## src/rtl/rc4_pkg.sv

```systemverilog
// Shared state encoding, message character set and helpers for the RC4 key search.
package rc4_pkg;

  typedef enum logic [2:0] {
    IDLE      = 3'd0,
    LOAD      = 3'd1,
    RUN       = 3'd2,
    NEXT      = 3'd3,
    FOUND     = 3'd4,
    EXHAUSTED = 3'd5
  } state_e;

  localparam logic [7:0] CHAR_LO     = 8'h61;
  localparam logic [7:0] CHAR_HI     = 8'h7A;
  localparam logic [7:0] CHAR_SPACE  = 8'h20;
  localparam int         MSG_LEN_DEF = 32;

  // Plaintext is accepted only if every byte is lowercase a-z or space.
  function automatic logic is_valid_char(input logic [7:0] b);
    return ((b >= CHAR_LO) && (b <= CHAR_HI)) || (b == CHAR_SPACE);
  endfunction

endpackage

```

## src/rtl/key_search_ctrl_msg_byte_checker.sv

```systemverilog
// Counts decrypted bytes (saturating at MSG_LEN) and remembers whether any was outside the plaintext set.
module msg_byte_checker
  import rc4_pkg::*;
#(
  parameter int MSG_LEN = MSG_LEN_DEF
) (
  input  logic       clk,
  input  logic       rst,
  input  logic       clear,
  input  logic       valid,
  input  logic [7:0] data,
  output logic       bad,
  output logic       complete,
  output logic       bad_now
);

  localparam int CNT_W = $clog2(MSG_LEN + 1);
  localparam logic [CNT_W-1:0] FULL = CNT_W'(MSG_LEN);

  logic [CNT_W-1:0] cnt_q, cnt_d;
  logic             bad_q;

  // complete reflects the count including a byte arriving this cycle.
  always_comb begin
    bad_now = valid && !is_valid_char(data);
    cnt_d   = cnt_q;
    if (valid && (cnt_q != FULL)) cnt_d = cnt_q + 1'b1;
    complete = (cnt_d == FULL);
    bad      = bad_q;
  end

  always_ff @(posedge clk) begin
    if (rst || clear) begin
      cnt_q <= '0;
      bad_q <= 1'b0;
    end else begin
      cnt_q <= cnt_d;
      bad_q <= bad_q | bad_now;
    end
  end

endmodule

```

## src/rtl/key_search_ctrl.sv

```systemverilog
// Brute-force RC4 key scheduler: issues candidate keys, restarts the sequencer, judges decrypted text.
// Optional: define EARLY_ABORT_EN to abandon a key on its first bad byte instead of waiting for rc4_done.
module key_search_ctrl
  import rc4_pkg::*;
#(
  parameter int KEY_WIDTH      = 24,
  parameter int KEY_SPACE_BITS = 22,
  parameter int MSG_LEN        = MSG_LEN_DEF,
  parameter int KEY_START      = 0,
  parameter int KEY_STEP       = 1
) (
  input  logic                    CLOCK_50,
  input  logic                    reset,
  input  logic                    start,
  input  logic                    stop,
  output logic [KEY_WIDTH-1:0]    key,
  output logic                    key_load,
  output logic                    key_valid,
  input  logic                    rc4_done,
  input  logic                    dec_byte_valid,
  input  logic [7:0]              dec_byte,
  output logic                    busy,
  output logic                    found,
  output logic                    exhausted,
  output logic [KEY_WIDTH-1:0]    found_key,
  output logic [KEY_SPACE_BITS:0] keys_tried,
  output logic [2:0]              state
);

  localparam logic [KEY_SPACE_BITS-1:0] START_K = KEY_SPACE_BITS'(KEY_START);
  localparam logic [KEY_SPACE_BITS:0]   STEP_K  = (KEY_SPACE_BITS + 1)'(KEY_STEP);
  localparam logic [KEY_SPACE_BITS:0]   KEY_MAX = {1'b0, {KEY_SPACE_BITS{1'b1}}};

  state_e                    state_q;
  logic [KEY_SPACE_BITS-1:0] key_q, fkey_q;
  logic [KEY_SPACE_BITS:0]   tried_q;
  logic                      key_load_q, key_valid_q, busy_q, found_q, exh_q;

  logic                      byte_v, chk_clear, bad_flag, bad_now, complete, pass, abort_now;
  logic [KEY_SPACE_BITS:0]   key_sum;

  assign byte_v    = dec_byte_valid && (state_q == RUN);
  assign chk_clear = (state_q == LOAD);
  // Extra bit keeps the stepped key from wrapping back into the searched range.
  assign key_sum   = {1'b0, key_q} + STEP_K;
  assign pass      = !(bad_flag || bad_now) && complete;

`ifdef EARLY_ABORT_EN
  assign abort_now = bad_now;
`else
  assign abort_now = 1'b0;
`endif

  msg_byte_checker #(.MSG_LEN(MSG_LEN)) u_chk (
    .clk      (CLOCK_50),
    .rst      (reset),
    .clear    (chk_clear),
    .valid    (byte_v),
    .data     (dec_byte),
    .bad      (bad_flag),
    .complete (complete),
    .bad_now  (bad_now)
  );

  always_ff @(posedge CLOCK_50) begin
    if (reset) begin
      state_q     <= IDLE;
      key_q       <= '0;
      fkey_q      <= '0;
      tried_q     <= '0;
      key_load_q  <= 1'b0;
      key_valid_q <= 1'b0;
      busy_q      <= 1'b0;
      found_q     <= 1'b0;
      exh_q       <= 1'b0;
    end else begin
      key_load_q <= 1'b0;
      if (stop && (state_q != IDLE)) begin
        state_q     <= IDLE;
        key_valid_q <= 1'b0;
        busy_q      <= 1'b0;
      end else begin
        case (state_q)
          IDLE, FOUND, EXHAUSTED: begin
            if (start) begin
              state_q     <= LOAD;
              key_q       <= START_K;
              fkey_q      <= '0;
              tried_q     <= '0;
              found_q     <= 1'b0;
              exh_q       <= 1'b0;
              key_load_q  <= 1'b1;
              key_valid_q <= 1'b0;
              busy_q      <= 1'b1;
            end
          end
          LOAD: begin
            state_q     <= RUN;
            key_valid_q <= 1'b1;
          end
          RUN: begin
            if (rc4_done && pass) begin
              state_q <= FOUND;
              fkey_q  <= key_q;
              found_q <= 1'b1;
              tried_q <= tried_q + 1'b1;
              busy_q  <= 1'b0;
            end else if (rc4_done || abort_now) begin
              state_q     <= NEXT;
              key_valid_q <= 1'b0;
            end
          end
          NEXT: begin
            tried_q <= tried_q + 1'b1;
            if (key_sum > KEY_MAX) begin
              state_q <= EXHAUSTED;
              exh_q   <= 1'b1;
              busy_q  <= 1'b0;
            end else begin
              state_q    <= LOAD;
              key_q      <= key_sum[KEY_SPACE_BITS-1:0];
              key_load_q <= 1'b1;
            end
          end
          default: state_q <= IDLE;
        endcase
      end
    end
  end

  assign key        = KEY_WIDTH'(key_q);
  assign found_key  = KEY_WIDTH'(fkey_q);
  assign keys_tried = tried_q;
  assign key_load   = key_load_q;
  assign key_valid  = key_valid_q;
  assign busy       = busy_q;
  assign found      = found_q;
  assign exhausted  = exh_q;
  assign state      = state_q;

endmodule
```

## config.mk

```make
export PLATFORM = sky130hd
export DESIGN_NAME = key_search_ctrl
export DESIGN_NICKNAME = d
export VERILOG_FILES = /design/src/rtl/rc4_pkg.sv /design/src/rtl/key_search_ctrl_msg_byte_checker.sv /design/src/rtl/key_search_ctrl.sv
export SDC_FILE = /design/constraint.sdc
export NUM_CORES = 1
export LEC_CHECK = 0
export BUFFER_PORTS_ARGS = -buffer_cell sky130_fd_sc_hd__buf_2
export CAP_MARGIN = 30
export CORE_ASPECT_RATIO = 0.9
export CORE_MARGIN = 4
export CORE_UTILIZATION = 59
export CTS_CLUSTER_DIAMETER = 60
export DETAILED_ROUTE_END_ITERATION = 10
export PLACE_DENSITY = 0.93
export SLEW_MARGIN = 20
export SYNTH_ARGS = -nofsm -noshare
export SYNTH_HDL_FRONTEND = slang
export SYNTH_HIERARCHICAL = 1
export SYNTH_SLANG_ARGS = --single-unit
```

## constraint.sdc

```tcl
create_clock -name CLOCK_50 -period 9.4 [get_ports CLOCK_50]
set_clock_uncertainty 0.05 [all_clocks]
set_input_delay 1.88 -clock CLOCK_50 [delete_from_list [all_inputs] [get_ports CLOCK_50]]
set_output_delay 1.88 -clock CLOCK_50 [all_outputs]
set_load 0.02 [all_outputs]
```

# --- Word level (Yosys, flattened, before mapping) ---
# Cells that the tools add are included.
totals:
  out_inout_bits: 79
  ff_bits: 82
  elab_cells: 90
op_classes:
  reduce_logical: 27
  order_cmp: 3
  bitwise_logic: 2
  eq_ne: 15
  muxes: 29
  add_sub_neg: 3
ops:
  columns: ["operator", "count"]
  rows:
  - ["case mux 22 bit (2 select lines)", 2]
  - ["case mux 23 bit (3 select lines)", 1]
  - ["two-way mux 22 bit", 3]
  - ["two-way mux 23 bit", 2]
  - ["AND reduction 4 bit", 6]
  - ["adder 22 x 1 -> 23 bit (second input constant)", 1]
  - ["adder 23 x 1 -> 23 bit (second input constant)", 1]
  - ["greater-than comparator 23 x 22 -> 1 bit (second input constant)", 1]
  - ["two-way mux 3 bit", 4]
  - ["case mux 3 bit (4 select lines)", 1]
  - ["two-way mux 1 bit", 10]
  - ["inequality test 2 bit (second input constant)", 5]
  - ["nonzero test 3 bit", 3]
  - ["== test 8 x 6 -> 1 bit (second input constant)", 1]
  - ["greater-or-equal comparator 8 x 7 -> 1 bit (second input constant)", 1]
  - ["less-or-equal comparator 8 x 7 -> 1 bit (second input constant)", 1]
  - ["logical AND 1 bit", 7]
  - ["adder 6 x 1 -> 6 bit (second input constant)", 1]
  - ["== test 3 x 2 -> 1 bit (second input constant)", 2]
  - ["== test 3 bit (second input constant)", 2]
  - ["== test 6 bit (second input constant)", 1]
  - ["two-way mux 6 bit", 1]
  - ["inequality test 6 bit (second input constant)", 1]
  - ["case mux 1 bit (2 select lines)", 3]
  - ["13 further kinds", 18]

# --- Longest topological paths before layout ---
logic_depth:
  depth_word: 11
  mapped_depth: 15
  depth_no_buf: 12

# --- Modules after synthesis ---
# The synthesis kept the hierarchy.
modules_own_cells:
  columns: ["module", "cells_each", "seq_area_each_um2", "area_per_inst_um2", "instances"]
  rows:
  - ["key_search_ctrl", 492, 1501.4, 3890.0, 1]
  - ["msg_byte_checker", 55, 140.1, 475.5, 1]

# --- Worst setup path after synthesis ---
# OpenSTA, ideal clock, no wires.
synth_path:
  kind: "input to register"
  start: "in dec_byte_valid"
  end: "reg tried_q[15] (netlist: keys_tried[15])"
  path_slack_ns: 5.162
  required_time_ns: 9.280
  arrival_time_ns: 4.117
  n_path_buf: 0
  stages: 11
  path_cell_list: "and3_1 and4_1 nor3_1 a31oi_1 a21oi_1 and4bb_2 o21ai_0 a21oi_2 nor2_1 or4b_2 a21oi_1"
synth_via:
  elab_chain_cells: 8
synth_rtl:
  columns: ["element", "line_no", "text"]
  rows:
  - ["start: declaration", "key_search_ctrl.sv:20", "input logic dec_byte_valid,"]
  - ["logical AND 1 bit", "key_search_ctrl.sv:42", "assign byte_v = dec_byte_valid && (state_q == RUN);"]
  - ["logical AND 1 bit", "key_search_ctrl_msg_byte_checker.sv:27", "if (valid && (cnt_q != FULL)) cnt_d = cnt_q + 1'b1;"]
  - ["two-way mux 6 bit", "key_search_ctrl_msg_byte_checker.sv:27", null]
  - ["== test 6 bit", "key_search_ctrl_msg_byte_checker.sv:28", "complete = (cnt_d == FULL);"]
  - ["named net complete", "key_search_ctrl.sv:39", "logic byte_v, chk_clear, bad_flag, bad_now, complete, pass, abort_now;"]
  - ["logical AND 1 bit", "key_search_ctrl.sv:46", "assign pass = !(bad_flag || bad_now) && complete;"]
  - ["logical AND 1 bit", "key_search_ctrl.sv:102", "if (rc4_done && pass) begin"]
  - ["inequality test 2 x 1 -> 1 bit (no source line)", null, null]
  - ["AND reduction 4 bit (no source line)", null, null]
  - ["end signal: assignment", "key_search_ctrl.sv:106", "tried_q <= tried_q + 1'b1;"]
  - ["end signal: assignment", "key_search_ctrl.sv:114", "tried_q <= tried_q + 1'b1;"]
  - ["end: declaration", "key_search_ctrl.sv:36", "logic [KEY_SPACE_BITS:0] tried_q;"]
# The timed path passes the listed nets, and every way through them passes these cells.
# A chain may end at the register's enable or synchronous reset.

# --- Worst setup path after layout ---
layout_path:
  start: "in dec_byte_valid"
  end: "reg tried_q[15] (netlist: keys_tried[15])"
layout_via:
  elab_chain_cells: 8
layout_rtl:
  columns: ["element", "line_no"]
  rows:
  - ["logical AND 1 bit", "key_search_ctrl.sv:42"]
  - ["named net byte_v", "key_search_ctrl.sv:39"]
  - ["logical AND 1 bit", "key_search_ctrl_msg_byte_checker.sv:27"]
  - ["two-way mux 6 bit", "key_search_ctrl_msg_byte_checker.sv:27"]
  - ["== test 6 bit", "key_search_ctrl_msg_byte_checker.sv:28"]
  - ["named net complete", "key_search_ctrl.sv:39"]
  - ["logical AND 1 bit", "key_search_ctrl.sv:46"]
  - ["logical AND 1 bit", "key_search_ctrl.sv:102"]
  - ["inequality test 2 x 1 -> 1 bit (no source line)", null]
  - ["AND reduction 4 bit (no source line)", null]
# The timed path passes the listed nets, and every way through them passes these cells.

==> flow_metrics.tcl <==
set metrics [dict create \
    p_clk_frac 0.346 \
    wl_per_cell_um 16.0 \
    rr_worst_depth 11 \
    slowest_delay_ns 0.66 \
    ys_warn_count 6 \
    clockRootBuffer "clkbuf_8" \
    fmax_mhz 214 \
    synth_async_sr_flop_share 0 \
    crit_chain "buf_2 > and3_1 > and4_1 > a31oi_1 > a21oi_1 > and4bb_2 > o21ai_0 > a21oi_2 > nor2_1 > or4b_2 > a21oi_1" \
    p_int_w 0.000518 \
    stdcell_count 711 \
    max-slew-margin-rel 0.386 \
    cts_tree "built" \
    synthDistinctLibCells 69 \
    path_buf_inv 1 \
    synth.avg_cell_area_sq_um 7.98 \
    h-tree-depth 3 \
    layout.nets 632 \
    num-fill-cells 571 \
    setup_violations 0 \
    clk_latency_ns 0.36 \
    grt_setup_unrepaired "no" \
    yosys.area_share.adder 0.0143 \
    syn_to_final_growth_pct 13.5 \
    netlist.area_leader.share 0.376 \
    grt_pass1_vias 4110 \
    cp-start-kind "input pin" \
    drc_errors 0 \
    ios 93 \
    dr_total_vias 4399 \
    cp_slowest_cell "or4b_2" \
    gp_congestion 0.946 \
    p_comb_frac 0.166 \
    worst_ep_required_time_ns 9.62 \
    fin_util 0.697 \
    syn_area_sq_um 4370 \
    cts_buffers 9 \
    holdCritStartpoint "fkey_q[2]" \
    worst-setup-path-type "in2reg" \
    status "finished, final reports clean" \
    post_cts_buffers 0 \
    dp_hpwl_um 8020 \
    placed_area_sq_um 4750 \
    cp_max_fo 18 \
    synth_compound_area_frac 0.197 \
    r2r-start "state[1]" \
    clockBufferDepth 2 \
    ys_top_cells_by_area "dfxtp_1 (38%), nand3_1 (5.7%), nand2_1 (5.0%)" \
    port_buffers 88 \
    p_leak_nw 1.93 \
    regArea_sq_um 1640 \
    ir_drop_v 0.0000892 \
    reg2reg_to "keys_tried[15]" \
    grt_max_degree 31 \
    muxShareOfSynthArea 0.00688 \
    place_inst 695 \
    clock_sinks 82 \
    drv_cap 0 \
    clk_pin_slew_ns 0.08 \
    swShare 0.313 \
    detail_route.first_pass.iterations 5 \
    fp.dieW_um 98.7 \
    wirelength_um 11400 \
    multi_input_area_sq_um 2420 \
    antenna_found_initial 0 \
    yosysMostFrequentCell "dfxtp_1" \
    fin_crit_sh 0.498 \
    grt-ovfl-total 0 \
    synth_top_family_by_area "simple AND/OR/NAND/NOR gates" \
    synthFlopType "dfxtp_1" \
    synth-edff-count 0 \
    synth.largest_area_cell "dfxtp_1" \
    cpMostUsedCell "a21oi_1" \
    cpLargestDelayFamily "simple AND/OR/NAND/NOR gates" \
    switchingPower_w 0.000236 \
    core_region_area_sq_um 7110 \
    finalSetupTns_ns 0 \
    period_minus_slack_ns 4.68 \
    seqPwrFrac 0.488 \
    grt_pass1_wl_um 18800 \
    fin_area_sq_um 4950 \
    slew_viol_final 0 \
    initial_core_util 0.614 \
    arrival_ns 4.90 \
    viasPerCell 6.19 \
    synthSimpleGateAreaFrac 0.284 \
    drive_gt1_frac 0.206 \
    endpoint_kind "flip-flop" \
    ant_nets 0 \
    drt-initial-drc-count 287 \
    ctsResizeCount 0 \
    synth_xor_area_frac 0.0482 \
    hold_path_class "reg2reg" \
    synth_top_cells_by_count "dfxtp_1 (82), nand2_1 (58), nand3_1 (50)" \
    grt_use_total 0.258 \
    antenna_cells 0 \
    power.density_nw_per_um2 152 \
    hold_viol_final 0 \
    syn_inst 547 \
    dieArea_sq_um 8840 \
    yosys_register_bits 82 \
    yosysSeqAreaShare 0.376 \
    whs_path_depth 2 \
    tightest_slew_ns 0.921 \
    rows 29 \
    min_to "fkey_q[2]" \
    r2r_slack_ns 5.26 \
    die_h_um 89.6 \
    holdBufCountCts 0 \
]
[state kept, by name, indices dropped and copies added (netlist names), 3 cells and up]
| name | flops |
|---|---|
| keys_tried | 23 |
| fkey_q | 22 |
| key_q | 22 |
| u_chk/cnt_q | 6 |
| state | 3 |
[through the flow]
| stage | power (W) | hold slack, ns | worst slack, ns |
|---|---|---|---|
| finish | 0.000753 | 0.404 | 4.72 |
| global route | 0.000787 | 0.429 | 4.52 |
| CTS | 0.000753 | 0.404 | 4.80 |
| detailed placement | 0.000498 | 0.394 | 4.44 |
| global placement | 0.000493 | 0.388 | 4.60 |
| floorplan | 0.000465 | 0.391 | 5.16 |
[routing by layer]
layer	GRT usage	routed length [um]
met1	0.299	4640
met5	0	0
met4	0.0893	208
met3	0.0703	992
met2	0.465	5530
[layout make-up]
class,instances,share of cell area
clock buffers,10,0.0278
multi-input cells,399,0.488
inverters,30,0.0227
well taps,93,0.0235
clock inverters,6,0.0131
repair buffers,91,0.0934
flip-flops and latches,82,0.331
[placed cells by master (no fill, tap or decap), types with 4 or more instances in the layout]
cell and instances:
o21ai_1 7, o211ai_1 16, nor2_1 49, ha_1 5, or4_1 4, nand2b_1 5, and3_1 6, o21ai_0 13
clkbuf_8 10, buf_2 88, xnor2_1 9, and4_1 5, nand4_1 13, xor2_1 15, a31oi_1 5, nor3_1 13
nand3_1 50, o2111ai_1 7, o221ai_2 6, conb_1 4, nand2_1 58, dfxtp_1 82, a21oi_1 42, nor4_1 4
or3_1 4, inv_1 30, o22ai_1 5, nor2b_1 6
[power by group through the flow]
stage               sequential (W)  clock (W)  combinational, W
floorplan                 0.000377          0         0.0000885
global placement          0.000374          0          0.000118
detailed placement        0.000375          0          0.000122
CTS                       0.000367   0.000263          0.000123
global route              0.000369   0.000279          0.000138
finish                    0.000367   0.000261          0.000125
[worst max path at each step]
stage                         startpoint        endpoint  slack [ns]  depth (start not counted)
after floorplan           dec_byte_valid  keys_tried[15]        5.16                         11
after global placement    dec_byte_valid  keys_tried[15]        4.60                         12
after detailed placement  dec_byte_valid  keys_tried[15]        4.44                         12
after CTS                 dec_byte_valid  keys_tried[15]        4.80                         11
after global routing      dec_byte_valid  keys_tried[13]        4.52                         11
final                     dec_byte_valid  keys_tried[15]        4.72                         11
[tightest hold or removal path: stages (launching register included)]
cell,delay [ns]
dfxtp_1,0.31
nand2_1,0.05
a21oi_1,0.05
[cells by family (layout without fill, tap and decap cells)]
family                   Yosys count  count (layout)
multiplexers                       3               3
AND/OR/NAND/NOR                  237             237
flip-flops                        82              82
other                              1               4
buffers and inverters             69             137
XOR/XNOR                          24              24
AO/OA/AOI/OAI                    126             126
adder cells (fa/ha/maj)            5               5
(Power assumes the default switching activity.)
